<file path="src/rtl/mznm_pkg.sv">
// Shared decode-stage definitions: instruction field layout, opcode constants
// and the fetch-sequencing state type.
package mznm_pkg;

    localparam int OPC_W = 5;

    localparam logic [OPC_W-1:0] OP_NOP   = 5'b00000;
    localparam logic [OPC_W-1:0] OP_LDD   = 5'b10100;
    localparam logic [1:0]       CLS_NOWB = 2'b11;

    typedef enum logic {
        S_OP  = 1'b0,
        S_IMM = 1'b1
    } fsm_state_t;

    // Instruction word bits [15:2]; bits [1:0] carry nothing.
    typedef struct packed {
        logic [OPC_W-1:0] opcode;
        logic [2:0]       rd;
        logic [2:0]       rs1;
        logic [2:0]       rs2;
    } instr_hdr_t;

    function automatic logic dec_wb_en(input logic [OPC_W-1:0] opc);
        return (opc != OP_NOP) && (opc[3:2] != CLS_NOWB);
    endfunction

endpackage

</file>
<file path="src/rtl/operand_fwd_mux.sv">
// One source operand: bypass selection from EX/MEM plus the hazard flag that
// forces the decode stage to stall. DECODE_FWD_EN enables the bypass paths.
module operand_fwd_mux #(
    parameter int DATA_W = 16
) (
    input  logic [2:0]        rs_i,
    input  logic [DATA_W-1:0] rf_data_i,
    input  logic              ex_valid_i,
    input  logic              ex_wb_en_i,
    input  logic              ex_is_load_i,
    input  logic [2:0]        ex_rd_i,
    input  logic [DATA_W-1:0] ex_result_i,
    input  logic              mem_valid_i,
    input  logic              mem_wb_en_i,
    input  logic [2:0]        mem_rd_i,
    input  logic [DATA_W-1:0] mem_result_i,
    output logic [DATA_W-1:0] operand_o,
    output logic              hazard_o
);

    logic ex_hit;
    logic mem_hit;
    logic ex_load_hit;

    assign ex_hit      = ex_valid_i && ex_wb_en_i && (ex_rd_i == rs_i);
    assign mem_hit     = mem_valid_i && mem_wb_en_i && (mem_rd_i == rs_i);
    assign ex_load_hit = ex_valid_i && ex_is_load_i && (ex_rd_i == rs_i);

`ifdef DECODE_FWD_EN
    // A load's data is not ready in EX, so it is never a bypass source.
    assign operand_o = (ex_hit && !ex_is_load_i) ? ex_result_i :
                       mem_hit                   ? mem_result_i :
                                                   rf_data_i;
    assign hazard_o  = ex_load_hit;
`else
    logic unused_results;
    assign unused_results = ^{ex_result_i, mem_result_i};

    assign operand_o = rf_data_i;
    assign hazard_o  = ex_load_hit || ex_hit || mem_hit;
`endif

endmodule

</file>
<file path="src/rtl/decode_stage.sv">
// Decode stage: one/two-word instruction sequencing, operand fetch with
// hazard stall, and the ID/EX register. Build macro: DECODE_FWD_EN.
module decode_stage
    import mznm_pkg::*;
#(
    parameter int DATA_W = 16
) (
    input  logic              clk,
    input  logic              rst,
    input  logic              if_valid,
    input  logic [15:0]       if_word,
    output logic              if_ready,
    output logic [2:0]        rf_addr1,
    output logic [2:0]        rf_addr2,
    input  logic [DATA_W-1:0] rf_data1,
    input  logic [DATA_W-1:0] rf_data2,
    input  logic              ex_valid,
    input  logic              ex_wb_en,
    input  logic              ex_is_load,
    input  logic [2:0]        ex_rd,
    input  logic [DATA_W-1:0] ex_result,
    input  logic              mem_valid,
    input  logic              mem_wb_en,
    input  logic [2:0]        mem_rd,
    input  logic [DATA_W-1:0] mem_result,
    input  logic              flush,
    input  logic              ex_ready,
    output logic              id_valid,
    output logic [OPC_W-1:0]  id_opcode,
    output logic [2:0]        id_rd,
    output logic [DATA_W-1:0] id_op1,
    output logic [DATA_W-1:0] id_op2,
    output logic [15:0]       id_imm,
    output logic              id_wb_en,
    output logic              id_is_load
);

    fsm_state_t        state_q;
    instr_hdr_t        hold_q;
    instr_hdr_t        word_hdr;
    instr_hdr_t        cur_hdr;
    logic [DATA_W-1:0] op1;
    logic [DATA_W-1:0] op2;
    logic              hz1;
    logic              hz2;
    logic              completing;
    logic              stall;
    logic              unused_lsbs;

    assign word_hdr    = instr_hdr_t'(if_word[15:2]);
    assign unused_lsbs = ^if_word[1:0];

    // While waiting for the immediate, the held first word owns the read ports.
    assign cur_hdr  = (state_q == S_IMM) ? hold_q : word_hdr;
    assign rf_addr1 = cur_hdr.rs1;
    assign rf_addr2 = cur_hdr.rs2;

    operand_fwd_mux #(.DATA_W(DATA_W)) u_fwd1 (
        .rs_i         (cur_hdr.rs1),
        .rf_data_i    (rf_data1),
        .ex_valid_i   (ex_valid),
        .ex_wb_en_i   (ex_wb_en),
        .ex_is_load_i (ex_is_load),
        .ex_rd_i      (ex_rd),
        .ex_result_i  (ex_result),
        .mem_valid_i  (mem_valid),
        .mem_wb_en_i  (mem_wb_en),
        .mem_rd_i     (mem_rd),
        .mem_result_i (mem_result),
        .operand_o    (op1),
        .hazard_o     (hz1)
    );

    operand_fwd_mux #(.DATA_W(DATA_W)) u_fwd2 (
        .rs_i         (cur_hdr.rs2),
        .rf_data_i    (rf_data2),
        .ex_valid_i   (ex_valid),
        .ex_wb_en_i   (ex_wb_en),
        .ex_is_load_i (ex_is_load),
        .ex_rd_i      (ex_rd),
        .ex_result_i  (ex_result),
        .mem_valid_i  (mem_valid),
        .mem_wb_en_i  (mem_wb_en),
        .mem_rd_i     (mem_rd),
        .mem_result_i (mem_result),
        .operand_o    (op2),
        .hazard_o     (hz2)
    );

    // Hazards only matter for the word that finishes an instruction.
    assign completing = if_valid && ((state_q == S_IMM) || !word_hdr.opcode[4]);
    assign stall      = completing && (cur_hdr.opcode != OP_NOP) && (hz1 || hz2);
    assign if_ready   = !rst && ex_ready && !stall;

    always_ff @(posedge clk) begin
        if (rst) begin
            state_q    <= S_OP;
            hold_q     <= '0;
            id_valid   <= 1'b0;
            id_opcode  <= '0;
            id_rd      <= '0;
            id_op1     <= '0;
            id_op2     <= '0;
            id_imm     <= '0;
            id_wb_en   <= 1'b0;
            id_is_load <= 1'b0;
        end else if (flush) begin
            state_q  <= S_OP;
            hold_q   <= '0;
            id_valid <= 1'b0;
        end else if (ex_ready) begin
            if (stall || !if_valid) begin
                id_valid <= 1'b0;
            end else if ((state_q == S_OP) && word_hdr.opcode[4]) begin
                state_q  <= S_IMM;
                hold_q   <= word_hdr;
                id_valid <= 1'b0;
            end else begin
                state_q    <= S_OP;
                hold_q     <= '0;
                id_valid   <= 1'b1;
                id_opcode  <= cur_hdr.opcode;
                id_rd      <= cur_hdr.rd;
                id_op1     <= op1;
                id_op2     <= op2;
                id_imm     <= (state_q == S_IMM) ? if_word : 16'h0000;
                id_wb_en   <= dec_wb_en(cur_hdr.opcode);
                id_is_load <= (cur_hdr.opcode == OP_LDD);
            end
        end
    end

endmodule

</file>
<file path="config.mk">
export PLATFORM = sky130hd
export DESIGN_NAME = decode_stage
export DESIGN_NICKNAME = d
export VERILOG_FILES = /design/src/rtl/mznm_pkg.sv /design/src/rtl/operand_fwd_mux.sv /design/src/rtl/decode_stage.sv
export SDC_FILE = /design/constraint.sdc
export NUM_CORES = 1
export LEC_CHECK = 0
export ABC_AREA = 1
export CAP_MARGIN = 30
export CORE_MARGIN = 4
export CORE_UTILIZATION = 45
export DETAILED_ROUTE_END_ITERATION = 12
export PLACE_DENSITY_LB_ADDON = 0.3
export SLEW_MARGIN = 40
export SYNTH_ARGS = -nofsm -noshare
export SYNTH_HDL_FRONTEND = slang
export SYNTH_SLANG_ARGS = --single-unit
</file>
<file path="constraint.sdc">
create_clock -name clk -period 5.95 [get_ports clk]
set_input_delay 0.8925 -clock clk [delete_from_list [all_inputs] [get_ports clk]]
set_output_delay 0.8925 -clock clk [all_outputs]
set_load 0.05 [all_outputs]
</file>
=== Word level (Yosys, flattened, before mapping) ===
Index checks and enable logic that the tools add are counted.

* Add/sub/neg operators: 0
* $mul: 0
* Divide/modulo/power cells: 0
* Magnitude comparators: 0
* Equal/unequal tests: 6
* Shifts and indexed selects: 0
* Muxes and demuxes: 6
* Bitwise operators: 4
* Reduce and logical (&&, ||, !) cells: 31

{| class="wikitable"
|+ Operator list
! cell !! count
|-
| $mux 14 || 2
|-
| $logic_and 1x1->1 || 16
|-
| $mux 16 || 1
|-
| $eq 3x3->1 || 4
|-
| $logic_or 1x1->1 || 7
|-
| $eq 5x5->1 const B || 1
|-
| $reduce_bool 5->1 || 1
|-
| $logic_not 1->1 || 4
|-
| $not 1->1 || 4
|-
| $reduce_and 4->1 || 1
|-
| $mux 1 || 3
|-
| $ne 2x2->1 const B || 1
|-
| $reduce_and 2->1 || 1
|-
| $reduce_or 2->1 || 1
|}

* Register bits after elaboration: 74
* Latch bits: 0
* Memory bits (writable): 0
* Bits in read-only memories: 0
* Bits of input ports: 96
* Output and inout port bits: 66
* Word-level logic and storage cells: 60
* Memories: 0

=== Longest topological paths before layout ===
* Word-level depth: 10
* Gate-level depth with buffers: 17
* Depth with buffers taken out: 15

=== Cells and area by module ===
Synthesis repeated with hierarchy kept, for this count alone.

* Cell total of the unflattened synthesis: 627
* Area, all modules: 3,824.9 µm²

{| class="wikitable"
|+ Modules (own cells, without submodules)
! module !! instances !! cells each !! area an instance (µm²) !! seq. area each (µm²)
|-
| decode_stage || 1 || 515 || 3,284.4 || 1,461.4
|-
| operand_fwd_mux || 2 || 56 || 270.3 || 0.0
|}

=== Worst setup path after synthesis ===
Ideal clock, no wire load.

* Path kind: in2out
* From: input if_word[11]
* To: output if_ready
* Arrival: 2.233 ns
* Required time: 5.058 ns
* Setup slack: 2.824 ns
* Stages: 7
* Path buffers: 0
* Path through: o21ai_0 nand2_1 nor4_2 nor2_1 nand2_2 nand2_1 nor2_1

* Cells in the longest elaborated chain, start to end: 6

{| class="wikitable"
|+ Ends and longest elaborated chain
! item !! line !! source
|-
| start: declaration || decode_stage.sv:11 || <nowiki>input logic [15:0] if_word,</nowiki>
|-
| $mux 14 || decode_stage.sv:54 || <nowiki>assign cur_hdr = (state_q == S_IMM) ? hold_q : word_hdr;</nowiki>
|-
| $reduce_bool 5->1 || decode_stage.sv:92 || <nowiki>assign stall = completing && (cur_hdr.opcode != OP_NOP) && (hz1 || hz2);</nowiki>
|-
| $logic_and 1x1->1 (2 in a row) || decode_stage.sv:92 ||
|-
| $logic_not 1->1 || decode_stage.sv:93 || <nowiki>assign if_ready = !rst && ex_ready && !stall;</nowiki>
|-
| $logic_and 1x1->1 || decode_stage.sv:93 ||
|-
| end: declaration || decode_stage.sv:12 || <nowiki>output logic if_ready,</nowiki>
|}

No other way between the ends.

=== Worst setup path in the final report ===
* From: register state_q
* To: output if_ready

* Cells in the longest elaborated chain, start to end: 9

{| class="wikitable"
|+ Ends and longest elaborated chain
! item !! line !! source
|-
| start: declaration || decode_stage.sv:38 || <nowiki>fsm_state_t state_q;</nowiki>
|-
| start signal: assignment || decode_stage.sv:97 || <nowiki>state_q <= S_OP;</nowiki>
|-
| start signal: assignment || decode_stage.sv:108 || <nowiki>state_q <= S_OP;</nowiki>
|-
| start signal: assignment || decode_stage.sv:115 || <nowiki>state_q <= S_IMM;</nowiki>
|-
| $mux 14 || decode_stage.sv:54 ||
|-
| $eq 3x3->1 || operand_fwd_mux.sv:25, operand_fwd_mux.sv:27 ||
|-
| $logic_and 1x1->1 (on tied branches) || operand_fwd_mux.sv:27, operand_fwd_mux.sv:25 ||
|-
| $logic_or 1x1->1 (2 in a row) || operand_fwd_mux.sv:40 || <nowiki>assign hazard_o = ex_load_hit || ex_hit || mem_hit;</nowiki>
|-
| $logic_or 1x1->1 || decode_stage.sv:92 ||
|-
| $logic_and 1x1->1 (*) || decode_stage.sv:92 ||
|-
| $logic_not 1->1 (*) || decode_stage.sv:93 ||
|-
| $logic_and 1x1->1 (*) || decode_stage.sv:93 ||
|}

Every way passes the cells marked *; elsewhere a longest branch is shown, timed or not.

==> metrics.json <==
{
  "p_leak": {"value": 2.505, "unit": "nW"},
  "synthDominantCellAreaShare": {"value": 40.77, "unit": "%"},
  "gr-usage-all-layers": {"value": 19.60, "unit": "%"},
  "critical_path_peak_fanout": {"value": 34},
  "synth-warning-count": {"value": 0},
  "detail_route.drc_violations": {"value": 0},
  "clkTransAtPathRegs": {"value": 0.07, "unit": "ns"},
  "synth_seq_cells": {"value": 73},
  "setup_tns": {"value": 0, "unit": "ns"},
  "reg2reg_setup_slack": {"value": 2.97, "unit": "ns"},
  "postRouteWirelength": {"value": 9.207, "unit": "mm"},
  "maxCapViolations": {"value": 0},
  "port_buffers": {"value": 129},
  "via_count": {"value": 3613},
  "cts_buf_count": {"value": 9},
  "die_width": {"value": 97.25, "unit": "um"},
  "htree_num_levels": {"value": 3},
  "power_density": {"value": 231.3, "unit": "nW/um2"},
  "clock_tree_from_tritoncts": {"value": "yes"},
  "floorplan.initialDensity": {"value": 46.39, "unit": "%"},
  "drive_above_1_share": {"value": 3.736, "unit": "%"},
  "endpoint_kind": {"value": "primary output"},
  "rr_startpoint": {"value": "state_q"},
  "mean_number_of_vias_per_cell": {"value": 4.528},
  "regToRegEndpoint": {"value": "hold_q[8]"},
  "core": {"value": 7727, "unit": "um2"},
  "postSynthCellCount": {"value": 580},
  "clock_sink_count": {"value": 73},
  "p_total": {"value": 1.177, "unit": "mW"},
  "worst_hold_path.num_cells": {"value": 2},
  "clock_tree.root_cell": {"value": "clkbuf_8"},
  "first_pass_grt_wire_length": {"value": 15.55, "unit": "mm"},
  "post-route-cell-area": {"value": 5087, "unit": "um2"},
  "max-slew-margin-rel": {"value": 55.16, "unit": "%"},
  "outcome": {"value": "complete, no violations"},
  "multi_input_area": {"value": 1553, "unit": "um2"},
  "critical_path_class": {"value": "flip-flop to primary output"},
  "max-clock-path-buffers": {"value": 2},
  "hpwl": {"value": 6.641, "unit": "mm"},
  "route.detailed.wl_per_inst": {"value": 11.54, "unit": "um"},
  "worstHoldStart": {"value": "id_imm[15]"},
  "design.portCount": {"value": 162},
  "postSynthAreaPerCell": {"value": 6.180, "unit": "um2"},
  "vdd_ir_max": {"value": 161.3, "unit": "uV"},
  "min_delay_worst_endpoint": {"value": "id_imm[15]"},
  "r2r.worst_path.cells": {"value": 14},
  "post_dp_cell_area": {"value": 4876, "unit": "um2"},
  "arrival": {"value": 3.21, "unit": "ns"},
  "finalCritPeriodShare": {"value": 69.01, "unit": "%"},
  "placement_rows": {"value": 32},
  "synthToLayoutAreaGrowth": {"value": 41.92, "unit": "%"},
  "register_area": {"value": 1463, "unit": "um2"},
  "synth_sequential_area_ratio": {"value": 40.77, "unit": "%"},
  "cts.repair_timing.setup_buffer_count": {"value": 0},
  "finalClockSkew": {"value": 0.008426, "unit": "ns"},
  "grt_pass1_vias": {"value": 3535},
  "cell_type_with_the_highest_aggregate_area_in_the_netlist": {"value": "dfxtp_1"},
  "dr.pass1.iters": {"value": 4},
  "nNetsFinal": {"value": 788},
  "netlist_area": {"value": 3585, "unit": "um2"},
  "slew_at_the_pin_closest_to_its_max_slew_limit": {"value": 0.6726, "unit": "ns"},
  "final_antenna_net_count": {"value": 0},
  "rsz0062_at_grt": {"value": "false"},
  "drv_slew": {"value": 0},
  "detailedRoute.firstIterationViolations": {"value": 121},
  "final_setup_violation_count": {"value": 0},
  "synth_cell_type_count": {"value": 19},
  "gp_routability_congestion": {"value": 0.8727},
  "fmax": {"value": 0.2435, "unit": "GHz"},
  "hold_path_class": {"value": "flip-flop to flip-flop"},
  "synthTopCellsByArea": {"value": "dfxtp_1 41%, nand2_1 22%, inv_1 11%"},
  "cp.required": {"value": 5.06, "unit": "ns"},
  "cts.hold.buffers_added": {"value": 0},
  "fillers": {"value": 689},
  "antenna_found_initial": {"value": 0},
  "syn_nets": {"value": 676},
  "clock_insertion_delay_worst_skew": {"value": 0.34, "unit": "ns"},
  "fp.dieArea": {"value": 9458, "unit": "um2"},
  "n_antenna_cell": {"value": 0},
  "grt_remaining_overflow": {"value": 0},
  "post-route-min-period": {"value": 4.106, "unit": "ns"},
  "chipHeight": {"value": 97.25, "unit": "um"},
  "grt_start_max_net_pins": {"value": 47},
  "cts_resized": {"value": 0},
  "finalHoldViolCount": {"value": 0},
  "worst_setup_path_start_kind": {"value": "flip-flop"}
}
-- cell usage in the layout, fill, tap and decap left out, drive strengths merged --
| master | netlist | routed |
|---|---|---|
| nand2 | 212 | 212 |
| clkdlybuf4s50 | 0 | 129 |
| inv | 103 | 102 |
| nor2 | 98 | 98 |
| dfxtp | 73 | 73 |
| a21oi | 23 | 23 |
| nand3 | 19 | 19 |
| o21bai | 14 | 14 |
| clkbuf | 8 | 12 |
| o21ai | 3 | 3 |
| buf | 23 | 3 |
| clkinv | 0 | 2 |
| bufinv | 0 | 2 |
| o21a | 1 | 1 |
| nor4 | 1 | 1 |
| nand4 | 1 | 1 |
| nor3 | 1 | 1 |
-- sequential cells by signal (all words and copies together), names as in the netlist --
signal      count
id_op1         16
id_valid        1
id_op2         16
id_rd           3
hold_q         13
id_is_load      1
id_opcode       5
state_q         1
id_imm         16
id_wb_en        1
-- cell families (layout without fill, tap and decap cells) --
logic type             after synthesis  count (layout)  synth area share, %
flip-flops                          73              73                40.77
buffers and inverters              134             250                15.92
AO/OA/AOI/OAI                       41              41                6.771
AND/OR/NAND/NOR                    332             332                36.54
-- Yosys cell counts --
cell / instances
dfxtp_1: 73
o21a_1: 1
buf_2: 9
nor2_2: 1
buf_4: 13
nor3_1: 1
o21bai_1: 14
buf_6: 1
clkbuf_1: 8
inv_2: 2
nor2_1: 97
o21ai_0: 3
nand2_1: 208
nand4_4: 1
nor4_2: 1
a21oi_1: 23
nand2_2: 4
nand3_1: 19
inv_1: 101
-- where the power goes --
| part | leakage (nW) | switching [mW] | internal (mW) |
|---|---|---|---|
| registers | 0.593 | 0.0104 | 0.506 |
| clock network | 0.106 | 0.175 | 0.245 |
| logic | 1.81 | 0.144 | 0.0964 |
-- routing by layer --
| metal | global-route usage, % | share of wire [%] | vias to the layer above |
|---|---|---|---|
| li1 | - | - | 1903 |
| met5 | 0 | 0 | - |
| met4 | 7.881 | 2.1 | 0 |
| met3 | 7.609 | 9.1 | 17 |
| met2 | 33.86 | 49 | 107 |
| met1 | 21.56 | 40 | 1586 |
-- metrics by stage --
step	std cells	worst slack, ns	utilization, %	hold slack [ns]
global placement	781	1.831	62.47	0.4393
detailed placement	783	1.870	63.10	0.4472
floorplan	580	2.824	-	0.4445
global route	798	1.640	65.84	0.4908
CTS	798	1.842	65.82	0.4606
finish	798	1.844	65.84	0.4560
-- critical path, cell delays in order (launching register included) --
cell and delay (ns):
dfxtp_2 0.75, inv_2 0.30, nand2_1 0.19, nand2_1 0.12
nand2_1 0.08, nand2_1 0.06, nand3_1 0.09, nand2_1 0.05
nand2_1 0.05, nand2_1 0.06, nand2_2 0.11, nand2_1 0.06
nor2_1 0.12, clkdlybuf4s50_1 0.83
-- final cells by class --
type / instances / area share (%)
multi-input cells: 373 / 30.52
clock inverters: 3 / 1.279
repair buffers: 132 / 26.46
inverters: 103 / 7.624
well taps: 102 / 2.509
clock buffers: 12 / 2.853
flip-flops and latches: 73 / 28.75
-- worst max path at each step --
stage                            from       end  slack [ns]  cells past startpoint
after global placement        state_q  if_ready        1.83                     13
after detailed placement  if_word[12]  if_ready        1.87                      9
after CTS                     state_q  if_ready        1.84                     13
after floorplan           if_word[11]  if_ready        2.82                      7
final                         state_q  if_ready        1.84                     13
after global routing          state_q  if_ready        1.64                     13
Power figures use the tool's default switching activity.
